--- src/rtl/taillight_fsm.sv ---
`default_nettype none
// ============================================================================
//  Module   : taillight_fsm
//  Purpose  : Upstream control for the taillight output logic. Synchronizes
//             and debounces the switch inputs, divides clk into a slow blink
//             tick, and runs the frame-aligned mode state machine whose
//             CurrentState drives the output-logic stage directly.
//  Revision : 1.0 - initial release
// ============================================================================
module taillight_fsm #(
  parameter int TICK_DIV        = 12500000,  // clk cycles per blink tick (>=2)
  parameter int DEBOUNCE_CYCLES = 500000     // stable cycles to accept a change (>=1)
) (
  input  logic       clk,
  input  logic       reset_n,
  input  logic [1:0] SW,            // [1]=hazard request, [0]=turn request
  input  logic       turn_side,     // 0=left, 1=right
  output logic [2:0] CurrentState,
  output logic       tick,
  output logic       frame_start
);

  // --------------------------------------------------------------------------
  // Widths and constants
  // --------------------------------------------------------------------------
  localparam int c_DIV_W = $clog2(TICK_DIV);
  localparam int c_CNT_W = (DEBOUNCE_CYCLES > 1) ? $clog2(DEBOUNCE_CYCLES) : 1;

  // Last divider count (tick cycle) and the count just before it; the tick
  // and frame_start flops are loaded one cycle early so they are true
  // registers yet line up exactly with the count of TICK_DIV-1.
  localparam logic [c_DIV_W-1:0] c_DIV_LAST = c_DIV_W'(TICK_DIV - 1);
  localparam logic [c_DIV_W-1:0] c_DIV_PRE  = c_DIV_W'(TICK_DIV - 2);
  localparam logic [c_CNT_W-1:0] c_DEB_LAST = c_CNT_W'(DEBOUNCE_CYCLES - 1);

  // Input vector bit positions: {hazard, turn, side}
  localparam int c_BIT_HAZ  = 2;
  localparam int c_BIT_TURN = 1;
  localparam int c_BIT_SIDE = 0;

  // Mode encoding seen by the output-logic stage; 1xx is never produced.
  typedef enum logic [2:0] {
    ST_IDLE       = 3'b000,
    ST_HAZARDS    = 3'b001,
    ST_TURN_LEFT  = 3'b010,
    ST_TURN_RIGHT = 3'b011
  } state_t;

  // --------------------------------------------------------------------------
  // Registers and wires
  // --------------------------------------------------------------------------
  logic [2:0]         r_sync1;
  logic [2:0]         r_sync2;
  logic [2:0]         r_cand;
  logic [2:0]         r_deb;
  logic [c_CNT_W-1:0] r_cnt;

  logic [c_DIV_W-1:0] r_div;
  logic               r_tick;
  logic               r_frame_start;
  logic [1:0]         r_fc;
  state_t             r_state;

  state_t             w_req;
  logic               w_fc_last;
  logic               w_tick_next;

  // Two-flop synchronizer for the asynchronous switch and side inputs
  always_ff @(posedge clk) begin
    if (!reset_n) begin
      r_sync1 <= 3'b000;
      r_sync2 <= 3'b000;
    end else begin
      r_sync1 <= {SW, turn_side};
      r_sync2 <= r_sync1;
    end
  end

  // Debounce: a new synchronized value must stay put long enough before it
  // replaces the accepted vector; any wobble restarts the count.
  always_ff @(posedge clk) begin
    if (!reset_n) begin
      r_cand <= 3'b000;
      r_deb  <= 3'b000;
      r_cnt  <= '0;
    end else if (r_sync2 != r_cand) begin
      r_cand <= r_sync2;
      r_cnt  <= '0;
    end else if (r_cand != r_deb) begin
      if (r_cnt == c_DEB_LAST) begin
        r_deb <= r_cand;
        r_cnt <= '0;
      end else begin
        r_cnt <= r_cnt + 1'b1;
      end
    end else begin
      r_cnt <= '0;
    end
  end

  // The next cycle is a tick cycle when the divider is one short of its end
  assign w_tick_next = (r_div == c_DIV_PRE);

  // Free-running blink divider with a registered one-cycle tick
  always_ff @(posedge clk) begin
    if (!reset_n) begin
      r_div  <= '0;
      r_tick <= 1'b0;
    end else begin
      if (r_div == c_DIV_LAST) begin
        r_div <= '0;
      end else begin
        r_div <= r_div + 1'b1;
      end
      r_tick <= w_tick_next;
    end
  end

  // Requested mode from the debounced inputs; hazard outranks turn
  always_comb begin
    w_req = ST_IDLE;
    if (r_deb[c_BIT_HAZ]) begin
      w_req = ST_HAZARDS;
    end else if (r_deb[c_BIT_TURN]) begin
      w_req = r_deb[c_BIT_SIDE] ? ST_TURN_RIGHT : ST_TURN_LEFT;
    end
  end

  // Slot 3 is the frame-completing tick where ordinary mode changes land
  assign w_fc_last = (r_fc == 2'd3);

  // Mode FSM plus frame counter; both advance only on tick cycles.
  // frame_start is preloaded in the cycle before a tick, when fc is stable.
  always_ff @(posedge clk) begin
    if (!reset_n) begin
      r_state       <= ST_IDLE;
      r_fc          <= 2'd0;
      r_frame_start <= 1'b0;
    end else begin
      r_frame_start <= w_tick_next && (r_fc == 2'd0);
      if (r_tick) begin
        r_fc <= r_fc + 2'd1;
        case (r_state)
          ST_IDLE: begin
            // Leaving idle restarts the frame: this tick becomes slot 0
            if (w_req != ST_IDLE) begin
              r_state <= w_req;
              r_fc    <= 2'd1;
            end
          end
          ST_TURN_LEFT, ST_TURN_RIGHT: begin
            // Hazard cuts in at once; anything else waits for frame end
            if (w_req == ST_HAZARDS) begin
              r_state <= ST_HAZARDS;
            end else if ((w_req != r_state) && w_fc_last) begin
              r_state <= w_req;
            end
          end
          ST_HAZARDS: begin
            if ((w_req != ST_HAZARDS) && w_fc_last) begin
              r_state <= w_req;
            end
          end
          default: begin
            r_state <= ST_IDLE;
          end
        endcase
      end
    end
  end

  // --------------------------------------------------------------------------
  // Outputs
  // --------------------------------------------------------------------------
  assign CurrentState = r_state;
  assign tick         = r_tick;
  assign frame_start  = r_frame_start;

endmodule
`default_nettype wire
--- config.mk ---
export PLATFORM = sky130hd
export DESIGN_NAME = taillight_fsm
export DESIGN_NICKNAME = d
export VERILOG_FILES = /design/src/rtl/taillight_fsm.sv
export SDC_FILE = /design/constraint.sdc
export NUM_CORES = 1
export LEC_CHECK = 0
export CAP_MARGIN = 0
export CORE_MARGIN = 4
export CORE_UTILIZATION = 23
export DETAILED_ROUTE_END_ITERATION = 10
export HOLD_SLACK_MARGIN = 0.08
export PLACE_DENSITY = 0.34
export SYNTH_ARGS = -nofsm -noshare
export SYNTH_HDL_FRONTEND = slang
export SYNTH_SLANG_ARGS = --single-unit
--- constraint.sdc ---
create_clock -name clk -period 5.2 [get_ports clk]
set_clock_uncertainty 0.1 [all_clocks]
set_input_delay 0.52 -clock clk [delete_from_list [all_inputs] [get_ports clk]]
set_output_delay 0.52 -clock clk [all_outputs]
set_load 0.05 [all_outputs]
; ---- Word level (Yosys, flattened, before mapping)
; Cells that the tools add are included.
; Widths: inputs -> output; s select.
[op_classes]
n_reduce_logical = 11
n_eq_ne = 15
muxes = 10
bitwise_logic = 3
n_mul = 0
shift = 0
n_div = 0
order_cmp = 0
n_addsub = 3
[op_table]
columns = op, n
row1 = $eq 24x24->1 const B, 2
row2 = $add 24x1->24 const B, 1
row3 = $add 19x1->19 const B, 1
row4 = $eq 19x19->1 const B, 1
row5 = $mux 3, 4
row6 = $ne 3x3->1, 3
row7 = $pmux 3 s3, 1
row8 = $mux 2, 4
row9 = $eq 3x1->1 const B, 2
row10 = $eq 3x2->1 const B, 2
row11 = $ne 2x2->1 const B, 2
row12 = $reduce_and 4->1, 1
row13 = $reduce_or 2->1, 2
row14 = $reduce_or 4->1, 1
row15 = $logic_and 1x1->1, 3
row16 = $logic_not 3->1, 1
row17 = $ne 3x1->1 const B, 1
row18 = $ne 3x3->1 const B, 1
row19 = $not 1->1, 3
row20 = $reduce_and 3->1, 1
row21 = $reduce_bool 3->1, 1
row22 = $add 2x1->2 const B, 1
row23 = $eq 2x2->1 const B, 1
row24 = $logic_not 2->1, 1
row25 = $mux 1, 1
[totals]
mem_bits_rw = 0
latch_bits = 0
wordCells = 52
ff_bits = 62
mem_count = 0
romBits = 0

; ---- Longest topological paths before layout
[logic_depth]
word_depth = 8
ltp_mapped = 7

; ---- Least setup slack after synthesis
; Ideal clock, no wire load.
[synth_path]
kind = reg-to-reg
start = register r_cnt[0]
end = register r_cnt[2]
t_arrival_ns = 1.663
synth_period_minus_slack_ns = 1.877
required_ns = 4.985
path_stages_with_launch = 8
setup_slack_ns = 3.323
path_cell_list = dfxtp_1 -> ha_1 -> nand4_1 -> or4_1 -> nor2_1 -> nand3b_4 -> buf_6 -> nor2_1
[synth_between]
elab_chain_len = 2
[synth_rtl]
columns = item, line_no
row1 = start: declaration, 56  ; logic [c_CNT_W-1:0] r_cnt;
row2 = start signal: assignment, 94  ; r_cnt <= r_cnt + 1'b1;
row3 = "parallel branches: the longest is 2 deep, another holds $add 19x1->19", n/a
; Parallel ways; which one is timed is not known.
; A chain may end at the register's enable or synchronous reset.

; ---- Worst setup path after layout
[layout_path]
start = register r_div[0]
end = register r_div[22]
[layout_between]
elab_chain_len = 2
[layout_rtl]
columns = item, line_no
row1 = start: declaration, 58  ; logic [c_DIV_W-1:0] r_div;
row2 = start signal: assignment, 113  ; r_div <= r_div + 1'b1;
row3 = "parallel branches: the longest is 2 deep, another holds $add 24x1->24", n/a
; Parallel ways; which one is timed is not known.

==> impl_metrics.toml <==
[pwr]
powerDensity_nw_per_um2 = 346
power.net_switching_uw = 215
intPower_uw = 887
pwr-share-clk = 0.546
switching_share = 0.195
power_frac_seq = 0.434
combPwrFrac = 0.021
peakVddDrop_mv = 0.154
p_leak_nw = 1.15

[cells_and_area]
num-fill-cells = 1185
area_growth_pct = 19.7
layout_common_cells = "dfxtp_1 (61), nor2_1 (52), xor2_1 (23)"
final_nets = 314
layout_commonest_cell = "dfxtp_1"
antennaDiodeCount = 0
final_util = 0.287
final_cells = 447
drive_gt1_frac = 0.0651

[min_path]
hp-class = "flip-flop to flip-flop"

[yosys]
ys_ff_latch = 61
synth_edf_count = 0
synthTopCellsByArea = "dfxtp_1 (46%), xor2_1 (7.6%), nor2_1 (7.3%), xnor2_1 (6.9%), nand3_1 (4.1%)"
synth_area_um2 = 2660
postSynth.asyncResetShare = 0
yosys_warnings = 0
synth_top_area_frac = 0.460
netlist_instances = 293
yosysTopAreaCell = "dfxtp_1"
ys_types = 42
ys_seq_area_frac = 0.460
avgSynthCellArea_um2 = 9.07
synth_nets = 303
synth_ff_type = "dfxtp_1"

[sta]
worst_pin_slew_ps = 968
period_share = 0.436
drv_slew = 0
rsz0062_at_grt = "no"
timing.hold.ws_ps = 330
period_needed_ps = 2270
setup_tns_ps = 0
max_freq_ghz = 0.441
hold_viol_final = 0
relSlewSlack = 0.350
setup-violations-final = 0

[die]
dieWidth_um = 115
coreArea_um2 = 11100
die_height_um = 115
io_pins = 10
dieArea_um2 = 13300
start_util = 0.240
rows = 38

[grt]
antenna_found_initial = 0
grt_pass1_vias = 1858
grt_max_degree = 24
grt_pass1_wl_um = 8960
grt_use_total = 0.0863
globalRoute.totalOverflow = 0

[route]
drc = 0
drt_first_pass_iters = 4
vias = 1896
wl_um = 5150
antenna_left = 0
routed_via_density = 4.24
drt_iter0_drc = 71
wl_per_cell_um = 11.5

[clock_tree]
cts_made_buffers = 9
clk_latency_ps = 320
clockBufferDepth = 2
clock-sinks = 61
cts_root_buffer = "clkbuf_16"
cts_resized = 0
cts_tree = "yes"
ctsHoldBuffers = 0
path_clk_slew_ps = 50
postCtsSetupBuffers = 0
htree_levels = 3

[status]
status = "finished clean"

[worst_setup_path]
cp-start-kind = "flip-flop"
crit_path_end_kind = "flip-flop"
cp.arrival_ps = 2370
required_ps = 5310
crit_type = "flip-flop to flip-flop"
cp_max_fo = 7

[place]
dpl.cell_count = 433
port_buffers = 8
dp_hpwl_um = 3450
place_congestion = 0.686

[job]
maxCapViolCount = 0
==> synthesized netlist by cell type, types with 2 or more instances <==
| cell | count |
|---|---|
| nor3_1 | 3 |
| nor4b_1 | 2 |
| xnor2_1 | 21 |
| a31oi_1 | 2 |
| o21ai_0 | 4 |
| nand3_1 | 22 |
| buf_2 | 5 |
| and2_1 | 14 |
| nand4_1 | 9 |
| clkbuf_1 | 2 |
| nand2b_1 | 3 |
| nand2_1 | 18 |
| inv_1 | 9 |
| mux2i_1 | 3 |
| nor4_1 | 3 |
| nor2_1 | 52 |
| and3_1 | 10 |
| xor2_1 | 23 |
| dfxtp_1 | 61 |
| ha_1 | 5 |
==> power groups by stage <==
| stage | registers (mW) | logic (mW) | clock network [mW] |
|---|---|---|---|
| after floorplan | 0.486 | 0.0180 | 0 |
| after global placement | 0.487 | 0.0241 | 0 |
| after detailed placement | 0.487 | 0.0237 | 0 |
| after CTS | 0.477 | 0.0239 | 0.625 |
| after global routing | 0.478 | 0.0263 | 0.645 |
| final | 0.478 | 0.0230 | 0.601 |
==> area by class of cell <==
class / count / area, um2 / share of cell area
multi-input cells: 214 / 1360 / 0.428
well taps: 140 / 175 / 0.0551
clock buffers: 13 / 270 / 0.0850
inverters: 9 / 33.8 / 0.0106
flip-flops and latches: 61 / 1220 / 0.384
clock inverters: 1 / 30.0 / 0.00944
repair buffers: 9 / 87.6 / 0.0275
==> state kept, by name (all words and copies together), names as in the netlist <==
name,count
tick,1
r_deb,3
r_sync2,3
r_fc,2
frame_start,1
r_cnt,19
r_sync1,3
r_div,24
CurrentState,2
r_cand,3
==> stage by stage <==
| step | total power, mW | instance area [um2] | setup slack, ps |
|---|---|---|---|
| floorplan | 0.504 | 2660 | 3320 |
| global placement | 0.511 | 2880 | 2740 |
| detailed placement | 0.511 | 2880 | 2710 |
| CTS | 1.13 | 3180 | 2930 |
| global route | 1.15 | 3180 | 2720 |
| finish | 1.10 | 3180 | 2930 |
==> critical path, cell delays in order (launching register included) <==
cell and delay [ps]:
dfxtp_1 410, ha_1 270, nand4_1 150, nor3_1 800, nand4_1 210, xor2_1 170
nor2_1 50
==> path summary, 6_finish.rpt <==
| path | from | endpoint | slack (ps) | cells after the start |
|---|---|---|---|---|
| max reg2reg | r_div[0]$_SDFF_PP0_ | r_div[22]$_SDFF_PP0_ | 2930 | 6 |
| max | r_div[0]$_SDFF_PP0_ | r_div[22]$_SDFF_PP0_ | 2930 | 6 |
| min reg2reg | r_sync1[0]$_SDFF_PN0_ | r_sync2[0]$_SDFF_PN0_ | 330 | 1 |
| min | r_sync1[0]$_SDFF_PN0_ | r_sync2[0]$_SDFF_PN0_ | 330 | 1 |
==> logic make-up after synthesis <==
logic type / share of synthesized area
simple gates: 0.286
compound gates: 0.0414
mux: 0.0113
flops: 0.460
buf+inv: 0.0320
fa+ha+maj: 0.0235
xor+xnor: 0.145
other cells: 0.00141
==> layer usage <==
layer | vias to the layer above | share of wire | track usage
li1 | 1004 | - | -
met1 | 859 | 0.52 | 0.109
met2 | 27 | 0.44 | 0.130
met3 | 6 | 0.035 | 0.0381
met4 | 0 | 0.013 | 0.0329
met5 | - | 0 | 0
Power figures use the tool's default switching activity.
